<file path="config.mk">
export PLATFORM = sky130hd
export DESIGN_NAME = psram_arbiter
export DESIGN_NICKNAME = d
export VERILOG_FILES = /design/src/rtl/psram_arbiter.sv
export SDC_FILE = /design/constraint.sdc
export NUM_CORES = 1
export LEC_CHECK = 0
export ABC_AREA = 0
export ABC_CLOCK_PERIOD_IN_PS = 3710
export CAP_MARGIN = 20
export CORE_ASPECT_RATIO = 1.75
export CORE_UTILIZATION = 46
export DETAILED_ROUTE_END_ITERATION = 8
export PLACE_DENSITY_LB_ADDON = 0.12
export SLEW_MARGIN = 15
export SYNTH_ARGS = -nofsm -noshare
export SYNTH_HDL_FRONTEND = slang
export SYNTH_SLANG_ARGS = --single-unit
</file>
<file path="constraint.sdc">
create_clock -name sysclk -period 3.71 [get_ports sysclk]
set_input_delay 0.5565 -clock sysclk [delete_from_list [all_inputs] [get_ports sysclk]]
set_output_delay 0.5565 -clock sysclk [all_outputs]
set_load 0.005 [all_outputs]
</file>
<file path="src/rtl/psram_arbiter.sv">
// psram_arbiter
//   Shares one PSRAM command port between a high-priority video scanout
//   reader (VID) and a low-priority host port (HOST, read/write). HOST is
//   protected from starvation: once VID has been granted HOST_STARVE_LIMIT
//   times in a row while HOST waits, HOST wins the next arbitration.
//   One transaction is in flight at a time. A watchdog aborts a transaction
//   whose mem_done does not arrive within TIMEOUT_CYCLES and raises a sticky
//   timeout_err.
//
// Ports
//   sysclk, reset            : clock, synchronous active-high reset
//   vid_req/vid_addr         : VID read request (held until vid_ack)
//   vid_ack/vid_rvalid/rdata : VID accept pulse, read-data pulse and data
//   host_req/rw/addr/wdata   : HOST request (held until host_ack)
//   host_ack/rvalid/rdata    : HOST accept pulse, read-data pulse and data
//   host_wdone               : HOST write completion pulse
//   mem_valid/ready/rw/addr/wdata : command handshake to the PSRAM driver
//   mem_done/mem_rdata       : completion pulse and read data from driver
//   busy                     : arbiter not in IDLE
//   timeout_err              : sticky watchdog abort flag
//
// Optional build macro PSRAM_ARB_STATS_EN adds 16-bit saturating counters:
//   stat_vid_grants, stat_host_grants, stat_max_wait (longest HOST wait in
//   IDLE/ISSUE before host_ack).

module psram_arbiter #(
    parameter int unsigned HOST_STARVE_LIMIT = 4,
    parameter int unsigned TIMEOUT_CYCLES    = 1024
) (
    input  logic        sysclk,
    input  logic        reset,
    input  logic        vid_req,
    input  logic [23:0] vid_addr,
    output logic        vid_ack,
    output logic        vid_rvalid,
    output logic [7:0]  vid_rdata,
    input  logic        host_req,
    input  logic        host_rw,
    input  logic [23:0] host_addr,
    input  logic [7:0]  host_wdata,
    output logic        host_ack,
    output logic        host_rvalid,
    output logic [7:0]  host_rdata,
    output logic        host_wdone,
    output logic        mem_valid,
    input  logic        mem_ready,
    output logic        mem_rw,
    output logic [23:0] mem_addr,
    output logic [7:0]  mem_wdata,
    input  logic        mem_done,
    input  logic [7:0]  mem_rdata,
    output logic        busy,
`ifdef PSRAM_ARB_STATS_EN
    output logic [15:0] stat_vid_grants,
    output logic [15:0] stat_host_grants,
    output logic [15:0] stat_max_wait,
`endif
    output logic        timeout_err
);

    localparam int unsigned WDOG_W   = (TIMEOUT_CYCLES > 2) ? $clog2(TIMEOUT_CYCLES) : 1;
    localparam int unsigned STARVE_W = (HOST_STARVE_LIMIT > 1) ? $clog2(HOST_STARVE_LIMIT + 1) : 1;
    localparam logic [WDOG_W-1:0]   WDOG_LAST  = WDOG_W'(TIMEOUT_CYCLES - 1);
    localparam logic [STARVE_W-1:0] STARVE_MAX = STARVE_W'(HOST_STARVE_LIMIT);

    typedef enum logic [1:0] {
        IDLE,
        ISSUE,
        WAIT_RSP
    } state_t;

    state_t              state_q, state_d;
    logic                owner_host_q, owner_host_d;
    logic [STARVE_W-1:0] starve_q, starve_d;
    logic [WDOG_W-1:0]   wdog_q, wdog_d;
    logic                mem_rw_q, mem_rw_d;
    logic [23:0]         mem_addr_q, mem_addr_d;
    logic [7:0]          mem_wdata_q, mem_wdata_d;
    logic [7:0]          vid_rdata_q, vid_rdata_d;
    logic [7:0]          host_rdata_q, host_rdata_d;
    logic                vid_rvalid_q, vid_rvalid_d;
    logic                host_rvalid_q, host_rvalid_d;
    logic                host_wdone_q, host_wdone_d;
    logic                terr_q, terr_d;
    logic                grant_vid, grant_host;

    always_comb begin
        state_d       = state_q;
        owner_host_d  = owner_host_q;
        starve_d      = starve_q;
        wdog_d        = wdog_q;
        mem_rw_d      = mem_rw_q;
        mem_addr_d    = mem_addr_q;
        mem_wdata_d   = mem_wdata_q;
        vid_rdata_d   = vid_rdata_q;
        host_rdata_d  = host_rdata_q;
        vid_rvalid_d  = 1'b0;
        host_rvalid_d = 1'b0;
        host_wdone_d  = 1'b0;
        terr_d        = terr_q;
        vid_ack       = 1'b0;
        host_ack      = 1'b0;
        grant_vid     = 1'b0;
        grant_host    = 1'b0;

        case (state_q)
            IDLE: begin
                grant_vid  = vid_req && !(host_req && (starve_q == STARVE_MAX));
                grant_host = host_req && !grant_vid;

                // Counter only tracks VID wins while HOST is actually waiting.
                if (!host_req || grant_host) begin
                    starve_d = '0;
                end else if (grant_vid && (starve_q != STARVE_MAX)) begin
                    starve_d = starve_q + STARVE_W'(1);
                end

                if (grant_vid) begin
                    mem_rw_d     = 1'b0;
                    mem_addr_d   = vid_addr;
                    mem_wdata_d  = '0;
                    owner_host_d = 1'b0;
                    state_d      = ISSUE;
                end else if (grant_host) begin
                    mem_rw_d     = host_rw;
                    mem_addr_d   = host_addr;
                    mem_wdata_d  = host_wdata;
                    owner_host_d = 1'b1;
                    state_d      = ISSUE;
                end
            end

            ISSUE: begin
                if (mem_ready) begin
                    vid_ack  = !owner_host_q;
                    host_ack = owner_host_q;
                    wdog_d   = '0;
                    state_d  = WAIT_RSP;
                end
            end

            WAIT_RSP: begin
                wdog_d = wdog_q + WDOG_W'(1);
                // A completion in the expiry cycle wins over the watchdog.
                if (mem_done) begin
                    if (!owner_host_q) begin
                        vid_rdata_d  = mem_rdata;
                        vid_rvalid_d = 1'b1;
                    end else if (mem_rw_q) begin
                        host_wdone_d = 1'b1;
                    end else begin
                        host_rdata_d  = mem_rdata;
                        host_rvalid_d = 1'b1;
                    end
                    state_d = IDLE;
                end else if (wdog_q == WDOG_LAST) begin
                    terr_d  = 1'b1;
                    state_d = IDLE;
                end
            end

            default: state_d = IDLE;
        endcase
    end

    always_ff @(posedge sysclk) begin
        if (reset) begin
            state_q       <= IDLE;
            owner_host_q  <= 1'b0;
            starve_q      <= '0;
            wdog_q        <= '0;
            mem_rw_q      <= 1'b0;
            mem_addr_q    <= '0;
            mem_wdata_q   <= '0;
            vid_rdata_q   <= '0;
            host_rdata_q  <= '0;
            vid_rvalid_q  <= 1'b0;
            host_rvalid_q <= 1'b0;
            host_wdone_q  <= 1'b0;
            terr_q        <= 1'b0;
        end else begin
            state_q       <= state_d;
            owner_host_q  <= owner_host_d;
            starve_q      <= starve_d;
            wdog_q        <= wdog_d;
            mem_rw_q      <= mem_rw_d;
            mem_addr_q    <= mem_addr_d;
            mem_wdata_q   <= mem_wdata_d;
            vid_rdata_q   <= vid_rdata_d;
            host_rdata_q  <= host_rdata_d;
            vid_rvalid_q  <= vid_rvalid_d;
            host_rvalid_q <= host_rvalid_d;
            host_wdone_q  <= host_wdone_d;
            terr_q        <= terr_d;
        end
    end

    assign mem_valid   = (state_q == ISSUE);
    assign busy        = (state_q != IDLE);
    assign mem_rw      = mem_rw_q;
    assign mem_addr    = mem_addr_q;
    assign mem_wdata   = mem_wdata_q;
    assign vid_rdata   = vid_rdata_q;
    assign vid_rvalid  = vid_rvalid_q;
    assign host_rdata  = host_rdata_q;
    assign host_rvalid = host_rvalid_q;
    assign host_wdone  = host_wdone_q;
    assign timeout_err = terr_q;

`ifdef PSRAM_ARB_STATS_EN
    logic [15:0] stat_vid_q, stat_vid_d;
    logic [15:0] stat_host_q, stat_host_d;
    logic [15:0] stat_max_q, stat_max_d;
    logic [15:0] hwait_q, hwait_d;

    always_comb begin
        stat_vid_d  = stat_vid_q;
        stat_host_d = stat_host_q;
        stat_max_d  = stat_max_q;
        hwait_d     = hwait_q;

        if (grant_vid && (stat_vid_q != '1)) begin
            stat_vid_d = stat_vid_q + 16'd1;
        end
        if (grant_host && (stat_host_q != '1)) begin
            stat_host_d = stat_host_q + 16'd1;
        end

        // Wait time covers cycles spent in IDLE/ISSUE before the ack cycle.
        if (host_ack) begin
            hwait_d = '0;
            if (hwait_q > stat_max_q) begin
                stat_max_d = hwait_q;
            end
        end else if (!host_req) begin
            hwait_d = '0;
        end else if ((state_q != WAIT_RSP) && (hwait_q != '1)) begin
            hwait_d = hwait_q + 16'd1;
        end
    end

    always_ff @(posedge sysclk) begin
        if (reset) begin
            stat_vid_q  <= '0;
            stat_host_q <= '0;
            stat_max_q  <= '0;
            hwait_q     <= '0;
        end else begin
            stat_vid_q  <= stat_vid_d;
            stat_host_q <= stat_host_d;
            stat_max_q  <= stat_max_d;
            hwait_q     <= hwait_d;
        end
    end

    assign stat_vid_grants  = stat_vid_q;
    assign stat_host_grants = stat_host_q;
    assign stat_max_wait    = stat_max_q;
`endif

endmodule

</file>
==> metrics.csv, run 1 <==
metric,value,unit
crit_arrival,2.07,ns
chipHeight,111,um
io_pins,128,
rows,39,
drtPass1Iterations,4,
postCtsHoldBufs,0,
relSlewSlack,0.316,
dp_cells,546,
min_period,2.62,ns
htree_levels,3,
synth.avg_cell_area,8.44,um^2
outcome,completed,
yosysWarnings,0,
skew,0.00757,ns
pre_cts_ws,0.934,ns
maxSlewViolCount,0,
r2r_start,state_q[1]$_SDFFE_PP0P_,
drtAntennaViolNets,0,
post-cts-setup-buffers,0,
portBuffers,127,
synthCells,371,
ys_types,46,
p_leak,1.56,nW
wl,8970,um
syn_nets,445,
fin_setup_tns,0,ns
power.density,424,mW/mm^2
gp_congestion,0.787,
drc,0,
root_buffer,clkbuf_16,
drive_above_1_share,0.0604,
setup_slack,1.09,ns
cts_buffers,9,
area_growth,48.4,%
wl_per_cell,16.0,um
ctsResizeCount,0,
timing.max_cap.violations,0,
dpl.hpwl,6120,um
cp-startpoint,state_q[1]$_SDFFE_PP0P_,
synth_area,0.00313,mm^2
postPlaceCellArea,0.00435,mm^2
ys_ff_latch,69,
fillers,550,
regToRegSetupSlack,1.32,ns
antenna-diode-count,0,
hold_violations,0,
drt_iter0_drc,225,
final-setup-viol-count,0,
cts.clk_slew.worst_paths,0.05,ns
clock_latency,0.34,ns
grt.overflow.total,0,
start_kind,flip-flop,
worstHoldPathType,flip-flop to flip-flop,
vias_per_cell,5.92,
num_vias,3325,
cts_sinks,69,
peakVddDrop,0.000380,V
grt_pass1_wl,14500,um
fin_crit_sh,0.708,
cts_tree,done,
fmax,381,MHz
critPathKind,flip-flop to output pin,
final_cell_area,0.00464,mm^2
crit_fanout,36,
die_w,64.4,um
rsz0062_at_grt,false,
endpoint_kind,output pin,
die_area,0.00715,mm^2
design.core.area,0.00654,mm^2
grt_pass1_vias,3155,
tightestPinTransition,1.02,ns
cts_buffer_depth,2,
hp-start,vid_rdata[6]$_SDFFE_PP0P_,
seq_area_frac_synth,0.441,
antenna_found_initial,0,
grt_max_degree,50,
stdcell_count,562,
fin_nets,549,
cp.required,3.15,ns
gr-usage-all-layers,0.259,
start_util,0.479,
worst max-delay path: stages, from the launching register on:
cell and delay, ns:
dfxtp_1 0.63, nor2_2 0.04, buf_4 0.26, inv_2 0.24, clkdlybuf4s50_1 0.55
cells in the mapped netlist (all sizes together):
master   number  share of area
a2111oi       1         0.0028
a211oi        1         0.0024
a21oi        60          0.096
a311oi       27          0.076
a31oi         1         0.0020
a41oi         2         0.0056
and2          1         0.0020
and2b         1         0.0024
and3          2         0.0040
and4b         1         0.0032
and4bb        1         0.0040
buf          23          0.039
clkbuf       15          0.018
clkinv        1         0.0012
dfxtp        69           0.44
ha            3          0.012
inv           7         0.0084
mux2          1         0.0036
nand2        23          0.028
nand2b        3         0.0084
nand3        39          0.064
nand3b        1         0.0036
nand4         5          0.010
nand4b        2         0.0056
nand4bb       1         0.0036
nor2          7          0.011
nor2b         2         0.0040
nor3          3         0.0048
nor3b         2         0.0048
nor4          1         0.0020
nor4bb        1         0.0032
o2111ai       9          0.025
o211ai        1         0.0024
o21a          1         0.0024
o21ai        42          0.067
o311ai        4          0.011
o31ai         1         0.0024
or2           1         0.0020
or4           5          0.012
layout by cell type (no fill, tap or decap), types with 2 or more instances in the layout:
cell type          n
a41oi_1            2
o2111ai_1          9
nor2b_1            2
and3_1             2
a21oi_1           60
nor2_1             4
nand2_1           23
inv_1              6
nand2b_1           2
nor3_1             3
nand3_1           38
o21ai_0           42
clkdlybuf4s50_1  126
o311ai_0           4
nor2_2             3
a311oi_1          27
nand4_1            5
clkinv_2           4
dfxtp_1           69
nor3b_1            2
ha_1               3
nand4b_1           2
buf_4              4
clkbuf_16          9
or4_1              5
sequential cells by signal, indices dropped and copies added, names as in the netlist:
register / cells
host_rdata: 8
host_rvalid: 1
host_wdone: 1
mem_addr: 24
mem_rw: 1
mem_wdata: 8
owner_host_q: 1
starve_q: 3
state_q: 2
timeout_err: 1
vid_rdata: 8
vid_rvalid: 1
wdog_q: 10
layer usage:
layer  GRT usage  part of all wire  wire (um)
met5           0                 0          0
met4       0.129             0.033        293
met3      0.0700             0.057        510
met2       0.446              0.53       4780
met1       0.284              0.38       3380
kinds of logic after synthesis:
family                   Yosys count  synth area share
AO/OA/AOI/OAI                    150             0.295
AND/OR/NAND/NOR                  102             0.182
flip-flops                        69             0.441
buffers and inverters             46            0.0663
adder cells (fa/ha/maj)            3            0.0120
multiplexers                       1           0.00360
through the flow:
| stage | hold slack, ns | util | total power [mW] |
|---|---|---|---|
| 3_5_place_dp | 0.446 | 0.666 | 1.14 |
| 2_1_floorplan | 0.453 | - | 0.960 |
| 4_1_cts | 0.453 | 0.710 | 1.98 |
| 6_report | 0.451 | 0.710 | 1.97 |
| 3_3_place_gp | 0.442 | 0.666 | 1.14 |
| 5_1_grt | 0.472 | 0.710 | 2.04 |
path summary, 6_finish.rpt:
kind                               endpoint  cells past startpoint
setup / recovery                       busy                      4
hold / removal    vid_rdata[6]$_SDFFE_PP0P_                      2
hold reg to reg   vid_rdata[6]$_SDFFE_PP0P_                      2
setup reg to reg  mem_addr[19]$_SDFFE_PP0P_                      5
power by group:
part | switching, mW | internal [mW]
Clock | 0.311 | 0.533
Sequential | 0.0315 | 0.782
Combinational | 0.134 | 0.179
cell type report:
type | count | area [um^2] | area share
clock buffer | 11 | 243 | 0.0523
clock inverter | 5 | 50.0 | 0.0108
inverter | 8 | 30.0 | 0.00647
multi-input combinational | 256 | 1540 | 0.332
sequential | 69 | 1380 | 0.297
tap | 82 | 103 | 0.0221
timing repair buffer | 131 | 1300 | 0.279
No activity file was read; power rests on OpenSTA's default activity.
==> run 2: changes to the inputs <==
- ABC_CLOCK_PERIOD_IN_PS: 3710 -> 2200
- CORE_UTILIZATION: 46 -> 39
- clock period: 3.71 -> 2.2 ns (I/O delays scaled with it)
==> run 2 against run 1 <==
  * Via count decreased by 0.48%
  * Clock power increased by 50%
  * Flip-flop and latch count did not move
  * Largest cell class unchanged
==> metrics.csv, run 2 (synthesis results as in run 1) <==
metric,value,unit
cp-startpoint,state_q[1]$_SDFFE_PP0P_,
num_vias,3309,
drtPass1Iterations,4,
cp.required,1.87,ns
drc,0,
cts_buffer_depth,2,
start_kind,flip-flop,
regToRegSetupSlack,0.56,ns
cts_tree,done,
fmax,490,MHz
grt_max_degree,36,
power.density,675,mW/mm^2
tightestPinTransition,0.554,ns
htree_levels,3,
cts.clk_slew.worst_paths,0.05,ns
post-cts-setup-buffers,0,
ctsResizeCount,0,
grt_pass1_wl,15100,um
crit_fanout,13,
fin_crit_sh,0.927,
design.core.area,0.00767,mm^2
skew,0.00509,ns
antenna-diode-count,0,
rsz0062_at_grt,false,
io_pins,128,
crit_arrival,1.71,ns
relSlewSlack,0.631,
largest_reg_flops,24,
wl,9180,um
grt.overflow.total,0,
r2r_start,state_q[1]$_SDFFE_PP0P_,
critPathKind,flip-flop to output pin,
crit_end,host_ack,
min_period,2.04,ns
chipHeight,121,um
worstHoldPathType,flip-flop to flip-flop,
endpoint_kind,output pin,
fin_nets,562,
peakVddDrop,0.000509,V
die_w,69.7,um
drive_above_1_share,0.0793,
rows,42,
hold_violations,0,
final-setup-viol-count,0,
area_growth,51.1,%
layout_commonest_cell,clkdlybuf4s50_1,
p_leak,1.61,nW
grt_pass1_vias,3226,
gp_congestion,0.776,
dpl.hpwl,6540,um
timing.max_cap.violations,0,
cts_sinks,69,
final_cell_mix,"126 x clkdlybuf4s50_1, 69 x dfxtp_1, 60 x a21oi_1",
postCtsHoldBufs,0,
clock_latency,0.33,ns
wl_per_cell,15.8,um
root_buffer,clkbuf_16,
die_area,0.00840,mm^2
ff2ff_path_depth,6,
start_util,0.408,
antenna_found_initial,0,
gr-usage-all-layers,0.226,
portBuffers,127,
vias_per_cell,5.71,
cts_buffers,9,
fin_setup_tns,0,ns
maxSlewViolCount,0,
drt_iter0_drc,152,
drtAntennaViolNets,0,
outcome,completed,
r2r_end,owner_host_q$_SDFFE_PP0P_,
finalPower,3.19,mW
run 2: cell count changes in the layout (fill, tap and decap cells not counted), sizes merged:
cell	before	now
clkinv	5	3
clkbuf	11	13
bufinv	1	0
buf	5	18
run 2: how the worst min path moves through the flow:
stage | startpoint | to | slack (ns) | depth (start not counted)
2_1_floorplan | mem_ready | state_q[0]$_SDFFE_PP0P_ | 0.45 | 1
3_3_place_gp | vid_rdata[7]$_SDFFE_PP0P_ | vid_rdata[7]$_SDFFE_PP0P_ | 0.44 | 2
3_5_place_dp | vid_rdata[2]$_SDFFE_PP0P_ | vid_rdata[2]$_SDFFE_PP0P_ | 0.45 | 2
4_1_cts | vid_rdata[2]$_SDFFE_PP0P_ | vid_rdata[2]$_SDFFE_PP0P_ | 0.45 | 2
5_1_grt | vid_rdata[4]$_SDFFE_PP0P_ | vid_rdata[4]$_SDFFE_PP0P_ | 0.47 | 2
6_report | vid_rdata[7]$_SDFFE_PP0P_ | vid_rdata[7]$_SDFFE_PP0P_ | 0.45 | 2
run 2: cell type report:
type                    count  area (um^2)
clock buffers              13          250
clock inverters             2         10.0
fillers                   702         2940
inverters                   8         30.0
multi-input cells         256         1540
flip-flops and latches     69         1380
well taps                  88          110
repair buffers            144         1410
run 2: report_power, final:
group / internal, mW / total [mW] / switching [mW] / leakage [nW]
Sequential: 1.32 / 1.37 / 0.0453 / 0.563
Clock: 0.783 / 1.27 / 0.488 / 0.129
Combinational: 0.318 / 0.554 / 0.236 / 0.915
Total: 2.42 / 3.19 / 0.770 / 1.61
run 2: worst max-delay path, stage by stage (launching register included):
cell,delay (ns)
dfxtp_1,0.63
nor2b_1,0.11
and3_1,0.20
clkdlybuf4s50_1,0.43
run 2: metrics by stage:
stage          instances  setup slack (ns)  area [um^2]  utilization  hold slack (ns)
2_1_floorplan        371             0.741         3130            -            0.446
3_3_place_gp         565             0.303         4470        0.583            0.442
3_5_place_dp         565             0.256         4470        0.583            0.445
4_1_cts              580             0.142         4730        0.616            0.454
5_1_grt              580            0.0674         4730        0.616            0.474
6_report             580             0.161         4730        0.616            0.453
run 2: metal layers:
layer  vias up  global-route usage  share of wire
met2       105               0.407           0.54
li1       1643                   -              -
met4         0               0.123          0.027
met3        15              0.0517          0.048
met1      1546               0.241           0.38
met5         -                   0              0
==> run 3: changes to the inputs <==
- ABC_AREA: 0 -> 1
- SKIP_LAST_GASP: not set -> 1
==> run 3 against run 2 <==
  * Worst setup slack better by 0.055 ns
  * Count of clock-buffer cells in the layout is 2 lower
  * Utilization is 0.78 points higher
  * Hold slack worse by 0.0078 ns
  * Register-to-register slack worse by 0.05 ns
  * Area after synthesis hardly changed
  * Synthesized cell count is 23% higher
  * Sequential share of layout area is 0.37 points lower
  * Largest cell class unchanged
  * Highest routed layer unchanged
==> metrics.csv, run 3 <==
metric,value,unit
portBuffers,127,
peakVddDrop,0.000438,V
dpl.hpwl,5750,um
io_pins,128,
synth_edf_count,0,
largest_reg_flops,24,
rows,42,
cts_buffer_depth,2,
p_leak,2.06,nW
timing.max_cap.violations,0,
cts_sinks,69,
slowest_delay,0.50,ns
antenna-diode-count,0,
layout_commonest_cell,clkdlybuf4s50_1,
ff2ff_path_depth,9,
seq_area_frac_synth,0.441,
start_kind,flip-flop,
wl,7700,um
synth_area,0.00313,mm^2
grt_max_degree,41,
synth.avg_cell_area,6.87,um^2
r2r_start,starve_q[0]$_SDFFE_PP0P_,
critPathTopFamily,buffers and inverters,
r2r_end,starve_q[0]$_SDFFE_PP0P_,
die_area,0.00841,mm^2
switching_share,0.239,
maxSlewViolCount,0,
ys_types,28,
cp_cell_sequence,inv_1 > nor2_2 > nand2_2 > nor2_1 > clkdlybuf4s50_1,
cp_slowest_cell,clkdlybuf4s50_1,
combPwrFrac,0.173,
root_buffer,clkbuf_16,
drc,0,
fin_nets,656,
ctsResizeCount,0,
p_sw,0.855,mW
crit_buf_inv,2,
cp.required,1.87,ns
min_period,1.98,ns
drtAntennaViolNets,0,
die_w,69.8,um
synthCells,456,
critical_path_depth,5,
endpoint_kind,output pin,
yosysWarnings,0,
tightestPinTransition,0.387,ns
pwr-share-clk,0.443,
fin_crit_sh,0.902,
area_growth,52.9,%
grt_pass1_wl,13100,um
gp_congestion,0.779,
seqPwrFrac,0.384,
gr-usage-all-layers,0.191,
fin_setup_tns,0,ns
cts_tree,done,
critPathKind,flip-flop to output pin,
p_int,2.72,mW
finalPower,3.57,mW
fillers,715,
num_vias,3116,
final-setup-viol-count,0,
clock_latency,0.33,ns
ys_top_cells_by_count,"121 x nand2_1, 97 x nor2_1, 69 x dfxtp_1",
wl_per_cell,11.4,um
hold_violations,0,
final_cell_mix,"127 x clkdlybuf4s50_1, 121 x nand2_1, 96 x nor2_1",
drive_above_1_share,0.0835,
synth.most_common_cell,nand2_1,
drtPass1Iterations,4,
design.core.area,0.00767,mm^2
htree_levels,3,
yosys.area.top_type,dfxtp_1,
rsz0062_at_grt,false,
ys_ff_latch,69,
grt.overflow.total,0,
drt_iter0_drc,134,
async_flop_share,0,
synthFlopType,dfxtp_1,
cp-startpoint,state_q[0]$_SDFFE_PP0P_,
start_util,0.408,
crit_end,vid_ack,
chipHeight,121,um
regToRegSetupSlack,0.51,ns
syn_nets,530,
vias_per_cell,4.62,
crit_arrival,1.65,ns
netlist.area_leader.share,0.441,
synth_area_leaders,"dfxtp_1 44%, nand2_1 14%, nor2_1 12%, nand3_1 5.4%, inv_1 4.8%",
relSlewSlack,0.742,
cts_buffers,9,
postCtsHoldBufs,0,
outcome,completed,
crit_fanout,7,
power.density,746,mW/mm^2
antenna_found_initial,0,
worstHoldPathType,flip-flop to flip-flop,
grt_pass1_vias,2955,
post-cts-setup-buffers,0,
skew,0.00411,ns
fmax,504,MHz
cts.clk_slew.worst_paths,0.05,ns
-- run 3: changes by cell type in the layout (fill, tap and decap cells not counted), sizes merged, moves of 9 or more --
cell / change
a311oi: -27
o21ai: -20
o2111ai: -9
nand2: +102
a21oi: -37
buf: -11
inv: +38
nor2: +92
-- run 3: area by class of cell --
cell class	count	area (um^2)	area share
multi-input cells	321	1460	0.304
flip-flops and latches	69	1380	0.288
repair buffers	134	1320	0.276
clock buffers	11	253	0.0528
inverters	47	183	0.0381
well taps	88	110	0.0230
clock inverters	5	82.6	0.0172
-- run 3: worst min path at each step --
stage                                   start                   endpoint  slack [ns]  cells after the start
global route        mem_wdata[6]$_SDFFE_PP0P_  mem_wdata[6]$_SDFFE_PP0P_        0.48                      2
global placement     timeout_err$_SDFFE_PP0P_   timeout_err$_SDFFE_PP0P_        0.44                      2
finish               timeout_err$_SDFFE_PP0P_   timeout_err$_SDFFE_PP0P_        0.45                      2
detailed placement   timeout_err$_SDFFE_PP0P_   timeout_err$_SDFFE_PP0P_        0.44                      2
CTS                  timeout_err$_SDFFE_PP0P_   timeout_err$_SDFFE_PP0P_        0.45                      2
floorplan            timeout_err$_SDFFE_PP0P_   timeout_err$_SDFFE_PP0P_        0.45                      2
-- run 3: cells by family after synthesis --
family | synth area share
xor gates and xnor gates | 0.00280
and+or+nand+nor | 0.373
AOI/OAI and AO/OA | 0.0767
buffers and inverters | 0.0950
adders and majority gates | 0.0120
DFF | 0.441
-- run 3: routing by layer --
layer / GRT usage / routed length [um] / vias to the layer above
li1: - / - / 1666
met1: 0.203 / 3060 / 1347
met2: 0.346 / 3920 / 92
met3: 0.0708 / 599 / 11
met4: 0.0638 / 111 / 0
met5: 0 / 0 / -
-- run 3: worst register-to-register path: stages, from the launching register on --
cell and delay, ns:
dfxtp_1 0.35, inv_1 0.07, ha_1 0.20, nand3_1 0.09, nand2_2 0.17, inv_2 0.36
nand2_1 0.10, nand2_1 0.07, nand2_1 0.07, a21oi_1 0.14
-- run 3: metrics by stage --
step | setup WS [ns] | util | area (um^2) | hold slack [ns] | std cells
floorplan | 0.932 | - | 3130 | 0.447 | 456
global placement | 0.330 | 0.580 | 4450 | 0.440 | 659
detailed placement | 0.295 | 0.580 | 4450 | 0.439 | 659
CTS | 0.137 | 0.624 | 4790 | 0.448 | 675
global route | 0.0635 | 0.624 | 4790 | 0.480 | 675
finish | 0.215 | 0.624 | 4790 | 0.445 | 675
-- run 3: power groups by stage --
stage | clock, mW | sequential (mW) | combinational, mW
final | 1.58 | 1.37 | 0.618
after global routing | 1.68 | 1.38 | 0.696
after CTS | 1.61 | 1.37 | 0.626
after detailed placement | 0 | 1.40 | 0.622
after global placement | 0 | 1.40 | 0.618
after floorplan | 0 | 1.40 | 0.300
